--- src/rtl/counter6_pkg.sv ---
// Shared encodings and defaults for the scope counter stage.
package counter6_pkg;

  localparam int WIDTH_DEF = 6;

  typedef enum logic [1:0] {
    MODE_UP       = 2'b00,
    MODE_DOWN     = 2'b01,
    MODE_PINGPONG = 2'b10,
    MODE_HOLD     = 2'b11
  } mode_t;

  typedef enum logic {
    ST_UP   = 1'b0,
    ST_DOWN = 1'b1
  } state_t;

endpackage

--- src/rtl/counter6_if.sv ---
// Control and status bundle between the scope sequencer and counter6_step.
interface counter6_if
  import counter6_pkg::*;
#(
  parameter int WIDTH = WIDTH_DEF
);
  logic             tick;
  logic             en;
  mode_t            mode;
  logic [WIDTH-1:0] limit;
  logic             load;
  logic [WIDTH-1:0] load_val;
  logic [WIDTH-1:0] count;
  logic             dir;
  logic             tc;
  logic             step;

  modport master (
    output tick, en, mode, limit, load, load_val,
    input  count, dir, tc, step
  );

  modport slave (
    input  tick, en, mode, limit, load, load_val,
    output count, dir, tc, step
  );
endinterface

--- src/rtl/counter6_step_rise_detect.sv ---
// Rising-edge detector for a level that is already synchronous to clock.
module rise_detect (
  input  logic clock,
  input  logic rst_n,
  input  logic sig_i,
  output logic rise_o
);
  logic sig_q;

  always_ff @(posedge clock or negedge rst_n) begin
    if (!rst_n) sig_q <= 1'b0;
    else        sig_q <= sig_i;
  end

  assign rise_o = sig_i & ~sig_q;
endmodule

--- src/rtl/counter6_step.sv ---
// Programmable 6-bit counter stepped by rising edges of the divided tick.
// state   | meaning
// ST_UP   | counting up (dir = 0)
// ST_DOWN | counting down (dir = 1)
module counter6_step
  import counter6_pkg::*;
#(
  parameter int WIDTH = WIDTH_DEF
)(
  input logic        clock,
  input logic        rst_n,
  counter6_if.slave  bus
);
  localparam logic [WIDTH-1:0] ONE = WIDTH'(1);

  logic             rise;
  logic             accept;
  state_t           state_q, state_d;
  logic [WIDTH-1:0] count_q, count_d;
  logic             tc_q, tc_d;
  logic             step_q, step_d;

  rise_detect u_rise (
    .clock  (clock),
    .rst_n  (rst_n),
    .sig_i  (bus.tick),
    .rise_o (rise)
  );

  assign accept = rise & bus.en & ~bus.load & (bus.mode != MODE_HOLD);

  always_comb begin
    count_d = count_q;
    state_d = state_q;
    tc_d    = 1'b0;
    step_d  = 1'b0;
    if (bus.load) begin
      count_d = bus.load_val;
    end else if (accept) begin
      step_d = 1'b1;
      case (bus.mode)
        MODE_UP: begin
          state_d = ST_UP;
          if (count_q < bus.limit) begin
            count_d = count_q + ONE;
          end else begin
            count_d = '0;
            tc_d    = 1'b1;
          end
        end
        MODE_DOWN: begin
          state_d = ST_DOWN;
          if (count_q == '0) begin
            count_d = bus.limit;
            tc_d    = 1'b1;
          end else if (count_q > bus.limit) begin
            count_d = bus.limit;
          end else begin
            count_d = count_q - ONE;
          end
        end
        MODE_PINGPONG: begin
          // A zero limit would make limit-1 underflow; pin at 0 and flag every step.
          if (bus.limit == '0) begin
            count_d = '0;
            tc_d    = 1'b1;
          end else if (state_q == ST_UP) begin
            if (count_q < bus.limit) begin
              count_d = count_q + ONE;
            end else begin
              count_d = bus.limit - ONE;
              state_d = ST_DOWN;
              tc_d    = 1'b1;
            end
          end else begin
            if (count_q > bus.limit) begin
              count_d = bus.limit;
            end else if (count_q == '0) begin
              count_d = ONE;
              state_d = ST_UP;
              tc_d    = 1'b1;
            end else begin
              count_d = count_q - ONE;
            end
          end
        end
        default: begin
          count_d = count_q;
        end
      endcase
    end
  end

  always_ff @(posedge clock or negedge rst_n) begin
    if (!rst_n) begin
      count_q <= '0;
      state_q <= ST_UP;
      tc_q    <= 1'b0;
      step_q  <= 1'b0;
    end else begin
      count_q <= count_d;
      state_q <= state_d;
      tc_q    <= tc_d;
      step_q  <= step_d;
    end
  end

  assign bus.count = count_q;
  assign bus.dir   = (state_q == ST_DOWN);
  assign bus.tc    = tc_q;
  assign bus.step  = step_q;
endmodule

--- src/flat_wrapper.sv ---
// flat-port wrapper written by rule: the top's interface ports become plain ports
module counter6_step_flat import counter6_pkg::*;
#(
  parameter int WIDTH = WIDTH_DEF
)
  (clock, rst_n, bus_tick, bus_en, bus_mode, bus_limit, bus_load, bus_load_val, bus_count, bus_dir, bus_tc, bus_step);
  counter6_if #(.WIDTH(WIDTH)) bus_i ();
  input logic clock;
  input logic rst_n;
  input wire logic [$bits(bus_i.tick)-1:0] bus_tick;
  input wire logic [$bits(bus_i.en)-1:0] bus_en;
  input wire logic [$bits(bus_i.mode)-1:0] bus_mode;
  input wire logic [$bits(bus_i.limit)-1:0] bus_limit;
  input wire logic [$bits(bus_i.load)-1:0] bus_load;
  input wire logic [$bits(bus_i.load_val)-1:0] bus_load_val;
  output wire logic [$bits(bus_i.count)-1:0] bus_count;
  output wire logic [$bits(bus_i.dir)-1:0] bus_dir;
  output wire logic [$bits(bus_i.tc)-1:0] bus_tc;
  output wire logic [$bits(bus_i.step)-1:0] bus_step;
  assign bus_i.tick = bus_tick;
  assign bus_i.en = bus_en;
  assign bus_i.mode = bus_mode;
  assign bus_i.limit = bus_limit;
  assign bus_i.load = bus_load;
  assign bus_i.load_val = bus_load_val;
  assign bus_count = bus_i.count;
  assign bus_dir = bus_i.dir;
  assign bus_tc = bus_i.tc;
  assign bus_step = bus_i.step;
  counter6_step #(.WIDTH(WIDTH)) u_core (.clock(clock), .rst_n(rst_n), .bus(bus_i));
endmodule
--- config.mk ---
export PLATFORM = sky130hd
export DESIGN_NAME = counter6_step_flat
export DESIGN_NICKNAME = d
export VERILOG_FILES = /design/src/rtl/counter6_pkg.sv /design/src/rtl/counter6_if.sv /design/src/rtl/counter6_step_rise_detect.sv /design/src/rtl/counter6_step.sv /design/src/flat_wrapper.sv
export SDC_FILE = /design/constraint.sdc
export NUM_CORES = 1
export LEC_CHECK = 0
export CORE_ASPECT_RATIO = 0.8
export CORE_MARGIN = 8
export CORE_UTILIZATION = 30
export CTS_BUF_LIST = sky130_fd_sc_hd__clkbuf_16
export DETAILED_ROUTE_END_ITERATION = 10
export PLACE_DENSITY = 0.52
export SLEW_MARGIN = 20
export SYNTH_ARGS = -nofsm -noshare
export SYNTH_HDL_FRONTEND = slang
export SYNTH_HIERARCHICAL = 1
export SYNTH_SLANG_ARGS = --single-unit
--- constraint.sdc ---
create_clock -name clock -period 2.19 [get_ports clock]
set_input_delay 0.219 -clock clock [delete_from_list [all_inputs] [get_ports clock]]
set_output_delay 0.219 -clock clock [all_outputs]
set_load 0.005 [all_outputs]
==> metrics.cfg, run 1 <==
[routing]
num_vias=1700
firstDrtPassIters=5
vias_per_cell=5.35
drcViolationCount=0
dr.first_iter.drc_count=106
postRouteAntennaNets=0
wl_um=5390
wl_per_cell_um=16.9

[global_route]
grt_pass1_wl_um=8330
antenna_found_initial=0
grt-ovfl-total=0
grt_pass1_vias=1723
track_usage_pct=14.7
grt_max_degree=14

[place]
post-dp-hpwl_um=4240
place_area_um2=2090
place.gp.congestion=0.922
port_buffers=27
pre_cts_slack_ps=-349
dp.cells=313

[min_path]
hold_class=in2async

[layout]
antennaDiodeCount=0
layout.nets=293
syn_to_final_growth_pct=59.3
final_cell_mix=buf_4 (49), clkdlybuf4s50_1 (22), nand2_1 (18), nor2_1 (16), a21oi_1 (15)
regArea_um2=253
utilization_pct=49.4
fin_cells=318
multi_input_area_um2=1150
fillCellCount=451
drive_gt1_share_pct=29.8
mostFrequentLayoutCell=buf_4
stdcell_area_um2=2240

[yosys]
postSynthCellCount=188
synth_edf_count=0
synth_nets=222
postSynthAreaPerCell_um2=7.49
synth-seq-cells=10
ys_types=47
yosysWarnings=6
ys_seq_area_share_pct=17.8
synth_flop_cell=dfrtp_1
ys_async_sr_fraction_pct=100
synth_area_um2=1410

[timing]
tightest_slew_ps=577
slew_headroom_pct=61.4
max_freq_mhz=469
rsz0062_at_grt=yes
finalClockSkew_ps=1.30
hold_viol=0
report.final.slew_viol_count=0
min_period_ps=2130
timing.final.ws_setup_ps=56.3
finalSetupViolCount=0
finalCritPeriodShare_pct=97.4

[clock_network]
clkLatencyLatePin_ps=240
cts_tree=done
cts_buffer_depth=2
cts-root-buf=clkbuf_16
cts_inserted_buffers=3
cts.sinks=10
clkSlewWorstSetupHoldPaths_ps=40
htree_levels=1

[setup_path]
crit_start=u_core/bus.count[4]
cp.required_ps=2350
crit_path_end_kind=register
worstSetupPathType=reg2reg
crit_arrival_ps=2300
crit_fanout=3
timing.rr.start=u_core/bus.count[4]
startpoint_type=register

[pwr]
power.total_mw=1.26
power_leakage_nw=0.996
vdd_drop_max_mv=0.320
p_per_area_nw_per_um2=561

[floorplanning]
core_area_um2=4540
io_pins=28
die_y_um=77.3
die_w_um=92.6
dieArea_um2=7160
start_util_pct=31.0
rows=22

[outcome]
status=complete, no violations

[job]
cap_violations=0

==> state kept, by name, indices dropped and copies added (netlist names) <==
name,flops
u_core/bus.step,1
u_core/bus.tc,1
u_core/bus.count,6
u_core/bus.dir,1
u_core/u_rise/sig_q,1
==> routing by layer <==
metal  wire length (um)  up-vias  global-route usage [%]
li1                   -      836                       -
met1               2360      789                    17.9
met2               2530       61                    24.2
met3                389       14                    3.50
met4                102        0                    6.10
met5                  0        -                       0
==> cells by family after synthesis <==
group / after synthesis / share of synthesized area (%)
buffers and inverters: 25 / 7.37
adder cells (fa/ha/maj): 15 / 13.3
AND/OR/NAND/NOR: 65 / 23.0
multiplexers: 6 / 4.26
XOR/XNOR: 12 / 7.46
flip-flops: 10 / 17.8
AO/OA/AOI/OAI: 55 / 26.8
==> final timing paths <==
path                                  endpoint  slack [ps]  cells past startpoint
setup / recovery           u_core/bus.count[4]          60                      7
setup reg to reg           u_core/bus.count[4]          60                      7
max in group asynchronous  u_core/bus.count[5]        1430                      1
hold / removal             u_core/u_rise/sig_q         350                      1
hold reg to reg                  u_core/bus.tc         710                      4
min in group clock         u_core/u_rise/sig_q         460                      1
==> critical path, stage by stage, from the launching register on <==
cell and delay [ps]:
dfrtp_2 430, ha_4 270, nand4_1 140, or2_4 260, o31a_1 140, or4b_1 500
and4_4 200, a22oi_2 100
==> power breakdown <==
group          internal, mW  switching [mW]  leakage [nW]
combinational         0.342           0.340         0.834
clock                 0.241           0.101        0.0385
sequential            0.205          0.0310         0.124
total                 0.788           0.472         0.996
==> synthesized netlist by cell type, drive strengths merged (5+ instances only) <==
cell type | n | area share (%)
ha | 15 | 13
mux2i | 6 | 4.3
inv | 14 | 3.7
o21ai | 6 | 2.1
dfrtp | 10 | 18
clkbuf | 6 | 1.6
xnor2 | 7 | 4.4
a21oi | 17 | 6.0
xor2 | 5 | 3.1
nor2 | 17 | 4.5
nand2 | 18 | 4.8
nand3 | 8 | 2.8
nor3 | 7 | 2.5
==> what timing repair did <==
item | 4_1_cts | 5_1_grt
endpoints found under the setup margin | 7 | 7
hold buffers | 0 | 0
buffers inserted | 1 | 0
resized for setup | 13 | 6
pin swaps | 7 | 8
==> area by class of cell <==
class	instances	share of cell area (%)
multi-input cells	153	51.1
clock buffers	3	3.34
well taps	60	3.34
repair buffers	76	28.3
flip-flops and latches	10	11.3
inverters	15	2.51
clock inverters	1	0.167
==> stage by stage <==
stage	hold WS, ps	TNS, ps
2_1_floorplan	-76.6	0
3_3_place_gp	628	-1700
3_5_place_dp	622	-2150
4_1_cts	360	0
5_1_grt	393	-18.3
6_report	348	0
Power figures use the tool's default switching activity.
==> inputs of run 2 (changes only) <==
--- a/config.mk
+++ b/config.mk
@@ -10,6 +10,7 @@
 export CORE_UTILIZATION = 30
 export CTS_BUF_LIST = sky130_fd_sc_hd__clkbuf_16
 export DETAILED_ROUTE_END_ITERATION = 10
+export HOLD_SLACK_MARGIN = 0.15
 export PLACE_DENSITY = 0.52
 export SLEW_MARGIN = 20
 export SYNTH_ARGS = -nofsm -noshare
==> results of run 2 <==
The final DEF is identical to that of run 1; final timing and power are the same.
==> inputs of run 3 (changes only) <==
--- a/config.mk
+++ b/config.mk
@@ -5,13 +5,14 @@
 export SDC_FILE = /design/constraint.sdc
 export NUM_CORES = 1
 export LEC_CHECK = 0
+export ABC_AREA = 1
 export CORE_ASPECT_RATIO = 0.8
 export CORE_MARGIN = 8
 export CORE_UTILIZATION = 30
 export CTS_BUF_LIST = sky130_fd_sc_hd__clkbuf_16
 export DETAILED_ROUTE_END_ITERATION = 10
 export HOLD_SLACK_MARGIN = 0.15
-export PLACE_DENSITY = 0.52
+export PLACE_DENSITY = 0.51
 export SLEW_MARGIN = 20
 export SYNTH_ARGS = -nofsm -noshare
 export SYNTH_HDL_FRONTEND = slang
==> run 3 against run 2 <==
Utilization decreased by 2.9 points; critical endpoint is now u_core/bus.count[5]; synthesized cell count increased by 38%; flip-flop and latch count unchanged; total power increased by 14%; area after synthesis increased by 11%; sequential share of layout area decreased by 0.51 points; sequential power about the same; non-clock buffer count decreased by 9.
==> metrics.cfg, run 3 <==
[pwr]
internal_power_mw=0.842
p_clk_share_pct=22.5
sw_frac_of_total_pct=41.2
pwr-share-comb_pct=61.0
switchingPower_mw=0.590
power_leakage_nw=1.29
p_per_area_nw_per_um2=615
vdd_drop_max_mv=0.247
p_seq_share_pct=16.5

[yosys]
yosysTopAreaCellShare_pct=23.3
synth_top_family_by_area=simple AND/OR/NAND/NOR gates
synth_fa_ha_area_share_pct=12.0
ys_seq_area_share_pct=16.0
synth_xor_area_share_pct=3.36
postSynthAreaPerCell_um2=6.04
netlist_top_cells_count=nand2_1 (97), inv_1 (31), nand3_1 (26), nor2_1 (25), ha_1 (15)
synthMuxAreaShare_pct=0
synth_flop_cell=dfrtp_1
synth-seq-cells=10
synth_compound_area_share_pct=7.28
synth_top_area_cell=nand2_1
yosysWarnings=6
synth_area_um2=1560
synth_edf_count=0
postSynthCellCount=259
synth.most_common_cell=nand2_1
ys_types=31
synth_nets=293
synth.area.top_cells=nand2_1 (23%), dfrtp_1 (16%), ha_1 (12%), nand3_1 (8.3%), inv_1 (7.4%)
ys_async_sr_fraction_pct=100
synth-simple-area-share_pct=50.0

[routing]
postRouteAntennaNets=0
drcViolationCount=0
vias_per_cell=4.79
wl_um=5240
num_vias=1859
dr.first_iter.drc_count=139
firstDrtPassIters=4
wl_per_cell_um=13.5

[layout]
fin_cells=388
layout.nets=361
final_cell_mix=nand2_1 (96), buf_4 (39), inv_1 (28), nor2_1 (25), nand3_1 (23)
syn_to_final_growth_pct=48.8
drive_gt1_share_pct=23.6
largest_reg_flops=6
antennaDiodeCount=0
mostFrequentLayoutCell=nand2_1

[outcome]
status=complete, no violations

[clock_network]
cts.sinks=10
clkSlewWorstSetupHoldPaths_ps=40
clkLatencyLatePin_ps=240
htree_levels=1
cts_tree=done
cts_buffer_depth=2
cts_inserted_buffers=3
cts-root-buf=clkbuf_16
cts-hold-fix-buffers=0

[timing]
finalCritPeriodShare_pct=92.9
finalSetupViolCount=0
fin_setup_tns_ps=0
slew_headroom_pct=68.2
hold_viol=0
finalClockSkew_ps=6.79
min_period_ps=2030
tightest_slew_ps=476
timing.final.ws_setup_ps=155
report.final.slew_viol_count=0
max_freq_mhz=492

[floorplanning]
start_util_pct=31.2
dieArea_um2=7790
rows=23
io_pins=28
core_area_um2=5010
die_w_um=96.7
die_y_um=80.6

[global_route]
track_usage_pct=13.0
grt_pass1_vias=1731
grt-ovfl-total=0
antenna_found_initial=0
grt_pass1_wl_um=8370
grt_max_degree=13

[place]
port_buffers=27
place.gp.congestion=0.943
post-dp-hpwl_um=4260
pre_cts_slack_ps=-226
dp.cells=379

[setup_path]
crit_arrival_ps=2170
startpoint_type=register
crit_end=u_core/bus.count[5]
r2r-end=u_core/bus.count[5]
cp.required_ps=2320
crit_start=u_core/bus.count[5]
crit_fanout=6
crit_path_end_kind=register
timing.rr.start=u_core/bus.count[5]
worst-r2r-cell-count=15
ff2ff_setup_slack_ps=160
worstSetupPathType=reg2reg

[job]
cap_violations=0

[min_path]
hold_class=in2async

run 3: layout make-up:
| class | instances | area [um^2] |
|---|---|---|
| Fill cell | 535 | 2680 |
| Multi-Input combinational cell | 208 | 1190 |
| Timing Repair Buffer | 67 | 587 |
| Sequential cell | 10 | 250 |
| Inverter | 37 | 139 |
| Tap cell | 62 | 77.6 |
| Clock buffer | 3 | 75.1 |
| Clock inverter | 1 | 3.75 |
run 3: worst min path at each step:
stage / start / to / cells past startpoint
2_1_floorplan: rst_n / u_core/bus.count[0] / 0
3_3_place_gp: u_core/u_rise/sig_q / u_core/bus.step / 3
3_5_place_dp: u_core/u_rise/sig_q / u_core/bus.step / 3
4_1_cts: rst_n / u_core/bus.count[4] / 1
5_1_grt: rst_n / u_core/bus.count[1] / 1
6_report: rst_n / u_core/bus.count[0] / 1
run 3: logic make-up after synthesis:
logic type      Yosys count
xor+xnor                  6
buf+inv                  42
simple gates            170
flops                    10
compound gates           16
fa+ha+maj                15
run 3: power groups by stage:
stage	Sequential (mW)	Clock, mW	Combinational [mW]
detailed placement	0.237	0	0.806
floorplan	0.239	0	0.481
global route	0.238	0.342	0.973
CTS	0.234	0.329	0.811
global placement	0.239	0	0.814
finish	0.236	0.323	0.873
run 3: layer usage:
layer	wire length, um	global-route usage (%)
met1	2600	17.8
met2	2250	20.0
met3	320	3.17
met4	61	2.91
met5	0	0
run 3: through the flow:
step	hold WS, ps	total power, mW	cell area [um^2]	utilization [%]
2_1_floorplan	-76.6	0.720	1560	-
3_3_place_gp	539	1.05	2140	42.8
3_5_place_dp	536	1.04	2140	42.8
4_1_cts	331	1.37	2220	44.4
5_1_grt	364	1.55	2330	46.5
6_report	310	1.43	2330	46.5
run 3: repair_timing:
action,CTS,global route
setup endpoints to repair,0,6
buffers inserted,0,4
gates resized for setup,0,17
run 3: critical path, cell delays in order (launching register included):
cell and delay (ps):
dfrtp_1 430, ha_4 300, nand2_2 60, nor2_2 120
nand2_2 110, nand3_4 150, nand2_4 100, buf_4 150
nand3b_1 80, nand2_1 60, nand2_1 60, nand3_1 70
nand2_1 70, nand2_1 60, nand2_1 80, nand2_1 40
